$ cat config.mk
export PLATFORM = sky130hd
export DESIGN_NAME = uart_transceiver
export DESIGN_NICKNAME = d
export VERILOG_FILES = /design/src/rtl/uart_transceiver.sv
export SDC_FILE = /design/constraint.sdc
export NUM_CORES = 1
export LEC_CHECK = 0
export CAP_MARGIN = 0
export CORE_ASPECT_RATIO = 0.75
export CORE_MARGIN = 2
export CORE_UTILIZATION = 45
export CTS_BUF_LIST = sky130_fd_sc_hd__clkbuf_16
export CTS_CLUSTER_SIZE = 14
export DETAILED_ROUTE_END_ITERATION = 8
export HOLD_SLACK_MARGIN = 0.02
export PLACE_DENSITY = 0.73
export SETUP_SLACK_MARGIN = 0.2
export SLEW_MARGIN = 20
export SYNTH_ARGS = -nofsm -noshare
export SYNTH_HDL_FRONTEND = slang
export SYNTH_SLANG_ARGS = --single-unit
$ cat constraint.sdc
create_clock -name clk -period 2.75 [get_ports clk]
set_input_delay 0.275 -clock clk [delete_from_list [all_inputs] [get_ports clk]]
set_output_delay 0.275 -clock clk [all_outputs]
set_load 0.05 [all_outputs]
$ cat src/rtl/uart_transceiver.sv
// 8N1 UART: 16x-oversampling baud tick, transmitter and receiver sharing one clock.
// TX and RX are independent; rx passes through a two-flop synchroniser before use.
module uart_transceiver #(
  parameter int CLOCK_FREQ = 1_000_000,
  parameter int BAUD_RATE  = 9600
) (
  input  logic       clk,
  input  logic       rst,
  input  logic       tx_start,
  input  logic [7:0] tx_data,
  output logic       tx,
  output logic       tx_busy,
  input  logic       rx,
  output logic [7:0] rx_data,
  output logic       rx_done,
  output logic       rx_frame_err,
  output logic       tick
);

  localparam int DIV_CALC = (CLOCK_FREQ + 8 * BAUD_RATE) / (16 * BAUD_RATE);
  localparam int DIV      = (DIV_CALC < 1) ? 1 : DIV_CALC;
  localparam int CW       = (DIV > 1) ? $clog2(DIV) : 1;
  localparam logic [CW-1:0] DIV_LAST = CW'(DIV - 1);

  localparam logic [1:0] S_IDLE  = 2'd0;
  localparam logic [1:0] S_START = 2'd1;
  localparam logic [1:0] S_DATA  = 2'd2;
  localparam logic [1:0] S_STOP  = 2'd3;

  logic [CW-1:0] baud_cnt;

  logic [1:0] tx_state;
  logic [3:0] tx_ticks;
  logic [2:0] tx_bits;
  logic [7:0] tx_shift;

  logic       rx_meta;
  logic       rx_sync;
  logic [1:0] rx_state;
  logic [3:0] rx_ticks;
  logic [2:0] rx_bits;
  logic [7:0] rx_shift;

  always_ff @(posedge clk) begin
    if (!rst) begin
      baud_cnt <= '0;
      tick     <= 1'b0;
    end else if (baud_cnt == DIV_LAST) begin
      baud_cnt <= '0;
      tick     <= 1'b1;
    end else begin
      baud_cnt <= baud_cnt + CW'(1);
      tick     <= 1'b0;
    end
  end

  // tx is driven from the next bit of tx_shift as each bit period closes, so
  // every bit after the start bit spans exactly 16 ticks.
  always_ff @(posedge clk) begin
    if (!rst) begin
      tx_state <= S_IDLE;
      tx_ticks <= '0;
      tx_bits  <= '0;
      tx_shift <= '0;
      tx       <= 1'b1;
      tx_busy  <= 1'b0;
    end else begin
      case (tx_state)
        S_IDLE: begin
          tx      <= 1'b1;
          tx_busy <= 1'b0;
          if (tx_start) begin
            tx_shift <= tx_data;
            tx       <= 1'b0;
            tx_busy  <= 1'b1;
            tx_ticks <= '0;
            tx_state <= S_START;
          end
        end
        S_START: if (tick) begin
          tx_ticks <= tx_ticks + 4'd1;
          if (tx_ticks == 4'd15) begin
            tx       <= tx_shift[0];
            tx_shift <= {1'b0, tx_shift[7:1]};
            tx_bits  <= '0;
            tx_state <= S_DATA;
          end
        end
        S_DATA: if (tick) begin
          tx_ticks <= tx_ticks + 4'd1;
          if (tx_ticks == 4'd15) begin
            if (tx_bits == 3'd7) begin
              tx       <= 1'b1;
              tx_state <= S_STOP;
            end else begin
              tx       <= tx_shift[0];
              tx_shift <= {1'b0, tx_shift[7:1]};
              tx_bits  <= tx_bits + 3'd1;
            end
          end
        end
        default: if (tick) begin
          tx_ticks <= tx_ticks + 4'd1;
          if (tx_ticks == 4'd15) begin
            tx_busy  <= 1'b0;
            tx_state <= S_IDLE;
          end
        end
      endcase
    end
  end

  always_ff @(posedge clk) begin
    if (!rst) begin
      rx_meta <= 1'b1;
      rx_sync <= 1'b1;
    end else begin
      rx_meta <= rx;
      rx_sync <= rx_meta;
    end
  end

  always_ff @(posedge clk) begin
    if (!rst) begin
      rx_state     <= S_IDLE;
      rx_ticks     <= '0;
      rx_bits      <= '0;
      rx_shift     <= '0;
      rx_data      <= '0;
      rx_done      <= 1'b0;
      rx_frame_err <= 1'b0;
    end else begin
      rx_done      <= 1'b0;
      rx_frame_err <= 1'b0;
      case (rx_state)
        S_IDLE: if (tick && !rx_sync) begin
          rx_ticks <= '0;
          rx_state <= S_START;
        end
        S_START: if (tick) begin
          if (rx_ticks == 4'd7) begin
            rx_ticks <= '0;
            rx_bits  <= '0;
            rx_state <= rx_sync ? S_IDLE : S_DATA;
          end else begin
            rx_ticks <= rx_ticks + 4'd1;
          end
        end
        S_DATA: if (tick) begin
          rx_ticks <= rx_ticks + 4'd1;
          if (rx_ticks == 4'd15) begin
            rx_shift <= {rx_sync, rx_shift[7:1]};
            rx_bits  <= rx_bits + 3'd1;
            if (rx_bits == 3'd7) rx_state <= S_STOP;
          end
        end
        default: if (tick) begin
          rx_ticks <= rx_ticks + 4'd1;
          if (rx_ticks == 4'd15) begin
            if (rx_sync) begin
              rx_data <= rx_shift;
              rx_done <= 1'b1;
            end else begin
              rx_frame_err <= 1'b1;
            end
            rx_state <= S_IDLE;
          end
        end
      endcase
    end
  end

endmodule

# Word-level counts from Yosys, hierarchy flattened
# Index checks and enable logic that the tools add are counted.
dict set report op_classes {
  bitwise 5
  mux 59
  eq_ne 23
  add_sub_neg 5
  n_reduce_logical 26
}
# operator n
set ops {}
lappend ops {{8-bit two-way mux} 6}
lappend ops {{2-bit two-way mux} 17}
lappend ops {{4-bit two-way mux} 7}
lappend ops {{3-bit two-way mux} 9}
lappend ops {{2-bit inequality test (second input constant)} 13}
lappend ops {{8-bit one-hot mux with 3 select lines} 1}
lappend ops {{8-bit AND reduction} 2}
lappend ops {{1-bit two-way mux} 12}
lappend ops {{2-bit one-hot mux with 3 select lines} 2}
lappend ops {{3-bit one-hot mux with 2 select lines} 2}
lappend ops {{5-bit AND reduction} 2}
lappend ops {{2-bit nonzero test} 5}
lappend ops {{3-bit by 1-bit adder with 3-bit output (second input constant)} 3}
lappend ops {{3-bit == test (second input constant)} 3}
lappend ops {{3-bit AND reduction} 3}
lappend ops {{4-bit by 1-bit adder with 4-bit output (second input constant)} 2}
lappend ops {{4-bit == test (second input constant)} 2}
lappend ops {{4-bit one-hot mux with 2 select lines} 1}
lappend ops {{7-bit AND reduction} 1}
lappend ops {{6-bit AND reduction} 1}
lappend ops {{3-bit nonzero test} 2}
lappend ops {{6-bit OR reduction} 1}
lappend ops {{1-bit NOT} 5}
lappend ops {{2-bit by 1-bit == test with 1-bit output (second input constant)} 2}
lappend ops {{11 further kinds} 14}
dict set report word_totals {
  register_bits 52
  word_cells 135
}

# Depth between registers and ports, before layout
dict set report logic_depth {
  ltp_word 5
  ltp_mapped 8
}

# Worst setup path after synthesis
# Ideal clock, no wire load.
dict set report synth_timing {
  kind {register to register}
  start {reg tick}
  end {reg rx_shift[0]}
  required_time_ps 2622
  stages_incl_launch_ff 6
  setup_slack_ps 778
  path_buffers 1
  setup_time_ps 128
  arrival_ps 1845
  cell_sequence {dfxtp_1 > buf_2 > nand3_1 > nor3_2 > mux2i_1 > nor2_1}
}
dict set report synth_between {
  elab_chain_len 1
}
# item line
set synth_lines {}
lappend synth_lines {{start, declared} 17} ;# output logic tick
lappend synth_lines {{start signal, assigned} 47} ;# tick <= 1'b0;
lappend synth_lines {{start signal, assigned} 50} ;# tick <= 1'b1;
lappend synth_lines {{start signal, assigned} 53} ;# tick <= 1'b0;
lappend synth_lines {{3-bit AND reduction (no source line)} --}
lappend synth_lines {{end signal, assigned} 152} ;# rx_shift <= {rx_sync, rx_shift[7:1]};
lappend synth_lines {{end, declared} 42} ;# logic [7:0] rx_shift;
# No other way between the ends.
# A chain may end at the register's enable or synchronous reset.

# Worst setup path in the final report
dict set report layout_timing {
  start {reg tick}
  end {out tick}
}
# No word-level cell between the ends.

==> flow_summary.json <==
{
  "status": "complete, no violations",
  "start_util_pct": 47.8,
  "crit_buf_inv": 1,
  "fmax_mhz": 496,
  "drt-wirelength-per-cell_um": 12.5,
  "pin_count": 25,
  "synth.avg_cell_area_um2": 9.04,
  "tritoncts": "yes",
  "final_area_um2": 2860,
  "clk_pin_slew_ns": 0.06,
  "synth_area_leaders": "dfxtp_1, mux2i_1, ha_1, nor2_1, nand2_1",
  "post-dp-hpwl_mm": 3.14,
  "final_layout_size_suffix_gt1_share_pct": 7.32,
  "die_y_um": 67.2,
  "critical-path-slowest-cell": "clkdlybuf4s50_1",
  "antenna_found_initial": 0,
  "dieArea_um2": 5930,
  "viasPerCell": 5.24,
  "drt-total-wl_mm": 4.49,
  "cp_data_arrival_time_ns": 1.74,
  "synth_top_area_share_pct": 43.5,
  "async_flop_share_pct": 0,
  "synth_edf_count": 0,
  "p_leak_nw": 1.07,
  "drt-initial-drc-count": 70,
  "dpl_cell_area_um2": 2690,
  "period_needed_ns": 2.02,
  "yosysWarnings": 0,
  "cp_max_fo": 13,
  "synthDistinctLibCells": 42,
  "cts_buffers": 5,
  "irDropWorstVdd_v": 0.000326,
  "slew_headroom_pct": 49.5,
  "gp_congestion": 0.777,
  "grt_pass1_vias": 1813,
  "cts_resized": 0,
  "holdBufCountCts": 0,
  "whs_ns": 0.411,
  "synth_ff_type": "dfxtp_1",
  "grt_max_degree": 25,
  "final_util_pct": 57.0,
  "finalHoldViolations": 0,
  "root_buffer": "clkbuf_16",
  "pwr_density_cell_nw_per_um2": 774,
  "hp-start": "rx_meta",
  "worst_slew_pin_slew_ns": 0.751,
  "die_x_um": 88.2,
  "hold-path-endpoint": "rx_sync",
  "cts_setup_buffers": 0,
  "syn2layout_area_growth_pct": 19.3,
  "drtAntennaViolNets": 0,
  "setup.worst_path.end_class": "output pin",
  "synth_top_cell_by_area": "dfxtp_1",
  "htree_levels": 2,
  "holdPathStages": 1,
  "drt-pass1-iter-count": 4,
  "gr-max-usage-layer": "met2",
  "syn_nets": 290,
  "synth.most_common_cell": "dfxtp_1",
  "grt_pass1_wl_mm": 7.92,
  "row_count": 22,
  "worstPathCellList": "clkdlybuf4s50_1",
  "clk-insertion-delay-late_ns": 0.28,
  "use_met2_pct": 28.2,
  "cts_max_path_buffers": 2,
  "synthTopCellsByCount": "dfxtp_1, nor2_1, nand2_1",
  "track_usage_pct": 16.9,
  "netlist_area_um2": 2390,
  "period_share_pct": 73.4,
  "port_buffers": 24,
  "synth-seq-area-share_pct": 43.5,
  "drc_errors": 0,
  "max_stage_delay_ns": 0.89,
  "nets": 311,
  "rsz0062_at_grt": "no",
  "grt_util_met3_pct": 4.16,
  "ys_ff_latch": 52,
  "maxCapViolations": 0,
  "hp-class": "reg -> reg",
  "path_depth": 1,
  "crit_type": "reg -> out",
  "required_ns": 2.48,
  "tns_ns": 0,
  "r2r_start": "tx_state[0]",
  "vias": 1882,
  "setup_viol": 0,
  "globalRouteOverflowTotal": 0,
  "clkSinkCount": 52,
  "startpoint_type": "flip-flop",
  "r2r-end": "tx_shift[1]",
  "slew_violations": 0,
  "r2r_cells": 7,
  "coreArea_um2": 5010,
  "r2r_setup_slack_ns": 0.75,
  "fin_skew_ns": 0.00281,
  "synthCells": 265,
  "crit_start": "tick",
  "met1_usage_pct": 22.4,
  "crit_family": "buffers and inverters",
  "antennaDiodeCount": 0
}
==> cell type report <==
class | instances | area [um2]
clock buffer | 5 | 125
clock inverter | 3 | 42.5
fill | 469 | 2150
inverter | 6 | 22.5
multi-input combinational | 192 | 1260
sequential | 52 | 1040
tap | 72 | 90.1
timing repair buffer | 29 | 278
==> sequential cells by signal (all words and copies together), names as in the netlist, 2 cells and up <==
signal,cells
rx_bits,3
tx_state,2
tx_ticks,4
tx_bits,3
rx_data,8
rx_state,2
baud_cnt,3
rx_ticks,4
rx_shift,8
tx_shift,8
==> cell families after synthesis <==
kind of cell	count (synthesis)	synth area share [%]
DFF	52	43.5
buffers and inverters	21	4.02
and+or+nand+nor	106	22.6
muxes	22	9.20
xor gates and xnor gates	1	0.366
AOI/OAI and AO/OA	50	13.5
adders and majority gates	13	6.79
==> how the worst max path moves through the flow <==
stage                        endpoint  slack [ns]
after global placement    tx_shift[3]        0.84
after global routing      tx_shift[3]        0.56
after CTS                        tick        0.74
after floorplan           rx_shift[0]        0.78
after detailed placement  tx_shift[1]        0.76
final                            tick        0.73
==> power breakdown <==
part           internal, mW  total, mW  switching, mW
Combinational         0.287      0.641          0.354
Sequential            0.833      0.878         0.0446
Clock                 0.428      0.691          0.263
==> placed cells by master (no fill, tap or decap), types with 3 or more instances in the layout <==
master and instances:
nand3b_1 4, ha_1 13, o21ai_0 14, clkdlybuf4s50_1 24
nand2b_1 7, and2_1 4, nor2b_1 3, buf_4 5
nor2_1 30, nand3_1 11, dfxtp_1 52, nand2_1 26
inv_1 6, a21oi_1 19, a211oi_1 6, mux2i_1 22
clkbuf_16 5
==> per-layer routing <==
metal,share of wire [%],vias to the layer above
li1,-,968
met1,49,882
met2,46,30
met3,4.2,2
met4,0.31,0
met5,0,-
==> through the flow <==
stage,cells,setup WS [ns],power (mW)
floorplan,265,0.778,1.42
global placement,351,0.837,1.53
detailed placement,351,0.759,1.54
CTS,359,0.736,2.24
global route,359,0.563,2.34
finish,359,0.732,2.21
No activity file was read; power rests on OpenSTA's default activity.
